--- src/rtl/regfile_writeback_queue_if.sv ---
// Producer/consumer bundle for the write-back queue: two result lanes in,
// two register-file write ports out, plus occupancy status.
interface regfile_writeback_queue_if #(parameter int DEPTH = 8);
  localparam int CW = $clog2(DEPTH) + 1;

  logic          InValid1, InValid2;
  logic [4:0]    InReg1, InReg2;
  logic [31:0]   InData1, InData2;
  logic          InReady;
  logic          OutEnable;
  logic          RegWrite1, RegWrite2;
  logic [4:0]    WriteRegister1, WriteRegister2;
  logic [31:0]   WriteData1, WriteData2;
  logic [CW-1:0] Count;
  logic          Empty, Full;
  logic [7:0]    CollisionCount;

  modport master (
    output InValid1, InReg1, InData1, InValid2, InReg2, InData2, OutEnable,
    input  InReady, RegWrite1, WriteRegister1, WriteData1,
           RegWrite2, WriteRegister2, WriteData2, Count, Empty, Full, CollisionCount
  );

  modport slave (
    input  InValid1, InReg1, InData1, InValid2, InReg2, InData2, OutEnable,
    output InReady, RegWrite1, WriteRegister1, WriteData1,
           RegWrite2, WriteRegister2, WriteData2, Count, Empty, Full, CollisionCount
  );
endinterface

--- src/rtl/regfile_writeback_queue.sv ---
// Dual-in / dual-out write-back FIFO feeding a two-write-port register file;
// same-register pairs popped together collapse onto port 2 (younger wins).
module regfile_writeback_queue #(
  parameter int DEPTH     = 8,
  parameter bit DROP_ZERO = 1'b1
) (
  input logic                   Clk,
  input logic                   Rst,
  regfile_writeback_queue_if.slave bus
);
  localparam int PW = $clog2(DEPTH);
  localparam int CW = PW + 1;

  typedef struct packed {
    logic [4:0]  rd;
    logic [31:0] data;
  } wb_t;

  wb_t           mem_q [DEPTH];
  wb_t           mem_d [DEPTH];
  logic [PW-1:0] rd_ptr_q, rd_ptr_d, wr_ptr_q, wr_ptr_d;
  logic [CW-1:0] count_q, count_d;
  logic          in_ready_q, in_ready_d;
  logic [7:0]    coll_q, coll_d;
  logic          rw1_q, rw1_d, rw2_q, rw2_d;
  wb_t           p1_q, p1_d, p2_q, p2_d;

  logic [1:0]    npop;
  logic          keep1, keep2;
  wb_t           e0, e1;

  always_comb begin
    mem_d      = mem_q;
    e0         = mem_q[rd_ptr_q];
    e1         = mem_q[rd_ptr_q + PW'(1)];
    p1_d       = p1_q;
    p2_d       = p2_q;
    rw1_d      = 1'b0;
    rw2_d      = 1'b0;
    coll_d     = coll_q;

    // Pop count uses the pre-push occupancy, so same-cycle pushes never drain.
    if (!bus.OutEnable)           npop = 2'd0;
    else if (count_q >= CW'(2))   npop = 2'd2;
    else                          npop = count_q[1:0];

    if (npop == 2'd2) begin
      rw2_d = 1'b1;
      p2_d  = e1;
      if (e0.rd == e1.rd) begin
        if (coll_q != 8'hFF) coll_d = coll_q + 8'd1;
      end else begin
        rw1_d = 1'b1;
        p1_d  = e0;
      end
    end else if (npop == 2'd1) begin
      rw1_d = 1'b1;
      p1_d  = e0;
    end

    keep1 = in_ready_q && bus.InValid1 && !(DROP_ZERO && bus.InReg1 == 5'd0);
    keep2 = in_ready_q && bus.InValid2 && !(DROP_ZERO && bus.InReg2 == 5'd0);
    if (keep1) mem_d[wr_ptr_q] = '{rd: bus.InReg1, data: bus.InData1};
    if (keep2) mem_d[wr_ptr_q + PW'(keep1)] = '{rd: bus.InReg2, data: bus.InData2};

    rd_ptr_d   = rd_ptr_q + PW'(npop);
    wr_ptr_d   = wr_ptr_q + PW'(keep1) + PW'(keep2);
    count_d    = count_q + CW'(keep1) + CW'(keep2) - CW'(npop);
    in_ready_d = (CW'(DEPTH) - count_d) >= CW'(2);
  end

  always_ff @(posedge Clk) begin
    if (Rst) begin
      rd_ptr_q   <= '0;
      wr_ptr_q   <= '0;
      count_q    <= '0;
      in_ready_q <= 1'b1;
      coll_q     <= '0;
      rw1_q      <= 1'b0;
      rw2_q      <= 1'b0;
      p1_q       <= '0;
      p2_q       <= '0;
    end else begin
      rd_ptr_q   <= rd_ptr_d;
      wr_ptr_q   <= wr_ptr_d;
      count_q    <= count_d;
      in_ready_q <= in_ready_d;
      coll_q     <= coll_d;
      rw1_q      <= rw1_d;
      rw2_q      <= rw2_d;
      p1_q       <= p1_d;
      p2_q       <= p2_d;
    end
  end

  // Storage needs no reset: pointers and count gate every read.
  always_ff @(posedge Clk) mem_q <= mem_d;

  assign bus.InReady        = in_ready_q;
  assign bus.RegWrite1      = rw1_q;
  assign bus.WriteRegister1 = p1_q.rd;
  assign bus.WriteData1     = p1_q.data;
  assign bus.RegWrite2      = rw2_q;
  assign bus.WriteRegister2 = p2_q.rd;
  assign bus.WriteData2     = p2_q.data;
  assign bus.Count          = count_q;
  assign bus.Empty          = (count_q == '0);
  assign bus.Full           = (count_q == CW'(DEPTH));
  assign bus.CollisionCount = coll_q;
endmodule
--- src/flat_wrapper.sv ---
// flat-port wrapper written by rule: the top's interface ports become plain ports
module regfile_writeback_queue_flat 
#(
  parameter int DEPTH     = 8,
  parameter bit DROP_ZERO = 1'b1
)
  (Clk, Rst, bus_InValid1, bus_InReg1, bus_InData1, bus_InValid2, bus_InReg2, bus_InData2, bus_OutEnable, bus_InReady, bus_RegWrite1, bus_WriteRegister1, bus_WriteData1, bus_RegWrite2, bus_WriteRegister2, bus_WriteData2, bus_Count, bus_Empty, bus_Full, bus_CollisionCount);
  regfile_writeback_queue_if #(.DEPTH(DEPTH)) bus_i ();
  input logic Clk;
  input logic Rst;
  input wire logic [$bits(bus_i.InValid1)-1:0] bus_InValid1;
  input wire logic [$bits(bus_i.InReg1)-1:0] bus_InReg1;
  input wire logic [$bits(bus_i.InData1)-1:0] bus_InData1;
  input wire logic [$bits(bus_i.InValid2)-1:0] bus_InValid2;
  input wire logic [$bits(bus_i.InReg2)-1:0] bus_InReg2;
  input wire logic [$bits(bus_i.InData2)-1:0] bus_InData2;
  input wire logic [$bits(bus_i.OutEnable)-1:0] bus_OutEnable;
  output wire logic [$bits(bus_i.InReady)-1:0] bus_InReady;
  output wire logic [$bits(bus_i.RegWrite1)-1:0] bus_RegWrite1;
  output wire logic [$bits(bus_i.WriteRegister1)-1:0] bus_WriteRegister1;
  output wire logic [$bits(bus_i.WriteData1)-1:0] bus_WriteData1;
  output wire logic [$bits(bus_i.RegWrite2)-1:0] bus_RegWrite2;
  output wire logic [$bits(bus_i.WriteRegister2)-1:0] bus_WriteRegister2;
  output wire logic [$bits(bus_i.WriteData2)-1:0] bus_WriteData2;
  output wire logic [$bits(bus_i.Count)-1:0] bus_Count;
  output wire logic [$bits(bus_i.Empty)-1:0] bus_Empty;
  output wire logic [$bits(bus_i.Full)-1:0] bus_Full;
  output wire logic [$bits(bus_i.CollisionCount)-1:0] bus_CollisionCount;
  assign bus_i.InValid1 = bus_InValid1;
  assign bus_i.InReg1 = bus_InReg1;
  assign bus_i.InData1 = bus_InData1;
  assign bus_i.InValid2 = bus_InValid2;
  assign bus_i.InReg2 = bus_InReg2;
  assign bus_i.InData2 = bus_InData2;
  assign bus_i.OutEnable = bus_OutEnable;
  assign bus_InReady = bus_i.InReady;
  assign bus_RegWrite1 = bus_i.RegWrite1;
  assign bus_WriteRegister1 = bus_i.WriteRegister1;
  assign bus_WriteData1 = bus_i.WriteData1;
  assign bus_RegWrite2 = bus_i.RegWrite2;
  assign bus_WriteRegister2 = bus_i.WriteRegister2;
  assign bus_WriteData2 = bus_i.WriteData2;
  assign bus_Count = bus_i.Count;
  assign bus_Empty = bus_i.Empty;
  assign bus_Full = bus_i.Full;
  assign bus_CollisionCount = bus_i.CollisionCount;
  regfile_writeback_queue #(.DEPTH(DEPTH), .DROP_ZERO(DROP_ZERO)) u_core (.Clk(Clk), .Rst(Rst), .bus(bus_i));
endmodule
--- config.mk ---
export PLATFORM = sky130hd
export DESIGN_NAME = regfile_writeback_queue_flat
export DESIGN_NICKNAME = d
export VERILOG_FILES = /design/src/rtl/regfile_writeback_queue_if.sv /design/src/rtl/regfile_writeback_queue.sv /design/src/flat_wrapper.sv
export SDC_FILE = /design/constraint.sdc
export NUM_CORES = 1
export LEC_CHECK = 0
export BUFFER_PORTS_ARGS = -buffer_cell sky130_fd_sc_hd__buf_4
export CAP_MARGIN = 20
export CORE_UTILIZATION = 30
export DETAILED_ROUTE_END_ITERATION = 8
export PLACE_DENSITY = 0.5
export SETUP_SLACK_MARGIN = 0.1
export SYNTH_ARGS = -nofsm -noshare
export SYNTH_HDL_FRONTEND = slang
export SYNTH_SLANG_ARGS = --single-unit
--- constraint.sdc ---
create_clock -name Clk -period 9.89 [get_ports Clk]
set_clock_uncertainty 0.05 [all_clocks]
set_input_delay 1.4835 -clock Clk [delete_from_list [all_inputs] [get_ports Clk]]
set_output_delay 1.4835 -clock Clk [all_outputs]
set_load 0.1 [all_outputs]
==> Word-level counts from Yosys, hierarchy flattened <==
Cells that the tools add are included.
{ "word_totals": {"ff_bits": 391, "inputBits": 79, "output_inout_bits": 91, "elab_cells": 91} }
{ "classes": {"addsub": 9, "n_lt_le_gt_ge": 8, "n_eq_ne": 6, "n_mux": 23, "bitwise_logic": 4, "reduce_logical": 14} }
{ "op_table": {"columns": ["cell", "count"], "rows": [
  ["$bwmux 296", 2],
  ["$mux 296", 2],
  ["$mux 37", 9],
  ["$bmux 37 s3", 2],
  ["$demux 37 s3", 2],
  ["$ge 4x4->1 const B", 4],
  ["$not 3->4", 4],
  ["$logic_not 5->1", 2],
  ["$add 4x1->4", 2],
  ["$add 8x1->8 const B", 1],
  ["$ge 4x2->1 const B", 2],
  ["$lt 4x1->1 const B", 2],
  ["$ne 8x8->1 const B", 1],
  ["$add 3x1->3", 2],
  ["$logic_and 1x1->1", 6],
  ["$eq 5x5->1", 1],
  ["$eq 4x4->1 const B", 1],
  ["$logic_not 4->1", 1],
  ["$mux 1", 4],
  ["$mux 2", 2],
  ["$sub 4x2->4", 1],
  ["$sub 4x4->4 const A", 1],
  ["$add 3x1->3 const B", 1],
  ["$add 3x2->3", 1],
  ["7 further kinds", 8]
]} }

==> Longest topological paths before layout <==
{ "depth": {"ltp_word": 11, "ltp_mapped": 13, "mapped_depth_nobuf": 13} }

==> Least setup slack after synthesis <==
OpenSTA, ideal clock, no wires.
{ "synth_timing": {"kind": "register -> output", "from": "register u_core.count_q[3], in the netlist u_core.bus.Count[3]", "to": "output bus_Full", "arrival_ns": 3.413, "required_time_ns": 8.356, "path_slack_ns": 4.944, "path_stages_with_launch": 3, "n_path_buf": 0, "path_cell_list": "dfxtp_1 ha_1 nor3b_1"} }
{ "synth_between": {"elab_chain_cells": 1} }
{ "synth_lines": {"columns": ["item", "line_no", "text"], "rows": [
  ["start: declaration", "regfile_writeback_queue.sv:22", "logic [CW-1:0] count_q, count_d;"],
  ["start signal: assignment", "regfile_writeback_queue.sv:86", "count_q <= count_d;"],
  ["$eq 4x4->1", "regfile_writeback_queue.sv:108", "assign bus.Full = (count_q == CW'(DEPTH));"],
  ["end: declaration", "flat_wrapper.sv:27", "output wire logic [$bits(bus_i.Full)-1:0] bus_Full;"]
]} }
Every way passes these cells.

==> Worst setup path after layout <==
{ "layout_timing": {"from": "register u_core.rd_ptr_q[0]", "to": "register u_core.p1_q, in the netlist u_core.bus.WriteData1[4]"} }
{ "layout_between": {"elab_chain_cells": 8, "elab_cells_between_ends": 15, "cone_classes": "add/sub: 1; eq/ne: 2; mux: 9; bitwise: 2; reduce/logical: 1"} }
{ "layout_lines": {"columns": ["item", "line_no", "text"], "rows": [
  ["start: declaration", "regfile_writeback_queue.sv:21", "logic [PW-1:0] rd_ptr_q, rd_ptr_d, wr_ptr_q, wr_ptr_d;"],
  ["start signal: assignment", "regfile_writeback_queue.sv:84", "rd_ptr_q <= rd_ptr_d;"],
  ["$add 3x1->3", "regfile_writeback_queue.sv:35", "e1 = mem_q[rd_ptr_q + PW'(1)];"],
  ["$not 3->4 (implied by the code)", "regfile_writeback_queue.sv:35", null],
  ["$bmux 37 s3", "regfile_writeback_queue.sv:35", null],
  ["$mux 37 (implied by the code) (2 in a row)", "regfile_writeback_queue.sv:35", null],
  ["$eq 5x5->1", "regfile_writeback_queue.sv:50", "if (e0.rd == e1.rd) begin"],
  ["$ne 2x2->1 (no line)", null, null],
  ["$reduce_and 2->1 (no line)", null, null],
  ["end signal: assignment", "regfile_writeback_queue.sv:91", "p1_q <= p1_d;"],
  ["end: declaration", "regfile_writeback_queue.sv:26", "wb_t p1_q, p1_d, p2_q, p2_d;"]
]} }
Parallel ways exist; a longest one is shown, timed or not. The select of a mux whose other input is x is not followed.
A chain may end at the register's enable or synchronous reset.

==> results.yml <==
setup_path:
  cp_cell_sequence: "ha_4 -> buf_4 -> mux4_2 -> xnor2_1 -> a21oi_1 -> nor4_4 -> a21o_4 -> a221oi_1 -> a211oi_1"
  cp_slowest_stage_delay_ps: 890
  start_kind: "flip-flop"
  critical_path_arrival_ps: 5560
  crit_type: "flip-flop to flip-flop"
  worst-path-buf-inv: 1
  cp_slowest_cell: "buf_4"
  crit_path_end_kind: "flip-flop"
  cp.required_ps: 10320
  crit_fanout: 75
  crit_family: "compound AO/OA/AOI/OAI gates"
logic_synthesis:
  synthFlopType: "dfxtp_1"
  syn_nets: 2200
  syn_area_um2: 21200
  synthCells: 2102
  yosysSeqAreaShare_pct: 37.0
  async_reset_ff_share_pct: 0
  yosys-top-cells-area: "dfxtp_1 (37%), mux2i_1 (16%), mux4_2 (16%), a21oi_1 (3.7%), nor2_1 (3.6%)"
  synth_top_area_share_pct: 37.0
  ys_seq_elements: 391
  yosysUniqueCellTypes: 48
  avgSynthCellArea_um2: 10.1
  ys_warn_count: 0
  yosysTopAreaCell: "dfxtp_1"
  synth_edf_count: 0
power_and_ir_drop:
  max-vdd-ir-drop_uv: 179
  power_density_nw_per_um2: 388
  p_leak_nw: 9.38
global_routing:
  grt_remaining_overflow: 0
  grt_start_max_net_pins: 106
  grt_pass1_vias: 16200
  track_usage_pct: 19.1
  antenna_found_initial: 6
  grt_pass1_wl_mm: 104
placed_design:
  globalplace.congestion: 0.760
  dp_hpwl_mm: 40.9
  post-place-ws_ps: 4670
  numPortBuffers: 169
floorplanning:
  ios: 170
  rows: 97
  coreArea_um2: 69900
  die_w_um: 268
  chipHeight_um: 268
  initial_core_util_pct: 30.3
  die-area_um2: 71700
outcome:
  status: "finished clean"
timing:
  final-hold-violation-count: 0
  tns_ps: 0
  min_period_ps: 5130
  fmax_ghz: 0.195
  slew_headroom_pct: 27.6
  rsz0062_at_grt: "false"
  worstMarginPinSlew_ps: 1090
  slew_violations: 0
  period_share_pct: 51.9
  setup_viol: 0
  fin_ws_ps: 4760
clock_tree:
  cts-resized-gates: 0
  cts_buffer_depth: 3
  clock-sinks: 391
  cts_buffers: 47
  cts_tree: "yes"
  cts-root-buf: "clkbuf_16"
  cts_setup_buffers: 0
  htree_levels: 2
  holdBufCountCts: 0
  clock_latency_ps: 580
  clk_pin_slew_ps: 60
cells_and_area:
  final_cell_mix: "dfxtp_1 (388), mux2i_1 (336), nor2_1 (200)"
  final_common_cell: "dfxtp_1"
  nets: 2190
  syn_to_final_growth_pct: 14.6
  nFillCells: 7059
  layout-drive-gt1-share_pct: 22.2
  utilization_pct: 34.7
job:
  maxCapViolCount: 0
detailed_routing:
  dr_wl_met3_mm: 3.37
  drc: 0
  firstDrtPassIters: 5
  wirelength_mm: 68.5
  routed.top_layer: "met5"
  vias_per_cell: 5.22
  vias: 16000
  wl_met2_mm: 33.5
  wl_per_cell_um: 22.4
  drt_iter0_drc: 983
  ant_nets: 0
  wl_met1_mm: 30.2
worst_hold_path:
  hp-class: "flip-flop to flip-flop"
[flip-flops by register name, summed over array words and instances, names as in the netlist, 3 cells and up]
name and flops:
u_core.mem_q 296, u_core.rd_ptr_q 3, u_core.wr_ptr_q 3, u_core.bus.WriteRegister2 5, u_core.bus.CollisionCount 8, u_core.bus.WriteData2 32
u_core.bus.Count 4, u_core.bus.WriteData1 32, u_core.bus.WriteRegister1 5
[per-stage QoR]
stage               area (µm²)  total power, mW  instances  hold slack (ps)
floorplan                21200             6.60       2102              455
global placement         22700             7.63       2982              435
detailed placement       22700             7.76       2983              445
CTS                      24300             9.50       3063              454
global route             24300             9.98       3065              462
finish                   24300             9.41       3065              449
[path summary, 6_finish.rpt]
| path | start | end | slack, ps | depth (start not counted) |
|---|---|---|---|---|
| worst max register to register | u_core.rd_ptr_q[0]$_SDFF_PP0_ | u_core.bus.WriteData1[4]$_SDFFE_PP0P_ | 4760 | 9 |
| worst max-delay path | u_core.rd_ptr_q[0]$_SDFF_PP0_ | u_core.bus.WriteData1[4]$_SDFFE_PP0P_ | 4760 | 9 |
| worst min register to register | u_core.bus.WriteData2[0]$_SDFFE_PP0P_ | u_core.bus.WriteData2[0]$_SDFFE_PP0P_ | 450 | 2 |
| worst min-delay path | u_core.bus.WriteData2[0]$_SDFFE_PP0P_ | u_core.bus.WriteData2[0]$_SDFFE_PP0P_ | 450 | 2 |
[synth_stat cells (2+ instances only)]
cell / count
a211oi_2: 13
nor3_1: 41
nor2_1: 205
a221oi_1: 15
and3_1: 2
and4_1: 2
clkbuf_1: 130
clkbuf_2: 3
xor2_1: 6
inv_1: 11
nand3_1: 8
or4_1: 3
nor2b_1: 42
a21oi_1: 158
nand3b_1: 2
nand2_1: 160
o21ai_1: 16
mux4_1: 2
nand4_1: 2
or3_1: 4
a211oi_1: 61
buf_4: 46
nor3b_1: 4
nand2b_1: 4
fa_1: 3
and2_1: 2
o21ai_0: 137
buf_2: 44
buf_6: 6
a21o_1: 2
a221oi_2: 22
ha_1: 16
mux4_2: 148
buf_1: 22
xnor2_1: 22
dfxtp_1: 391
mux2i_1: 336
[metal layers]
metal,vias to the layer above,GRT usage (%)
met4,8,5.44
li1,7610,-
met2,440,32.7
met3,84,2.97
met5,-,0
met1,7858,24.9
[area by class of cell]
type | instances | area (µm²) | share of cell area (%)
Antenna cell | 2 | 5.00 | 0.0206
Clock buffer | 75 | 1460 | 6.03
Clock inverter | 5 | 55.1 | 0.227
Inverter | 11 | 41.3 | 0.170
Multi-Input combinational cell | 1447 | 12200 | 50.3
Sequential cell | 391 | 7840 | 32.3
Tap cell | 940 | 1180 | 4.85
Timing Repair Buffer | 194 | 1480 | 6.08
[power by group]
part / internal, mW / total, mW / switching (mW)
registers: 2.31 / 2.92 / 0.613
logic: 1.99 / 4.78 / 2.78
clock network: 1.03 / 1.71 / 0.683
total: 5.33 / 9.41 / 4.08
[kinds of logic (layout without fill, tap and decap cells)]
logic type	count (synthesis)	count (layout)	share of synthesized area [%]
flip-flops	391	391	37.0
other	0	2	0
multiplexers	486	486	31.9
AO/OA/AOI/OAI	430	430	12.8
XOR/XNOR	28	28	1.16
AND/OR/NAND/NOR	484	484	9.89
adder cells (fa/ha/maj)	19	19	1.23
buffers and inverters	264	285	6.11
[tightest hold or removal path, delay by kind of cell (launching register included)]
family | cells | cell delay [ps]
flops | 1 | 310
simple gates | 1 | 90
compound gates | 1 | 50
No activity file was read; power rests on OpenSTA's default activity.
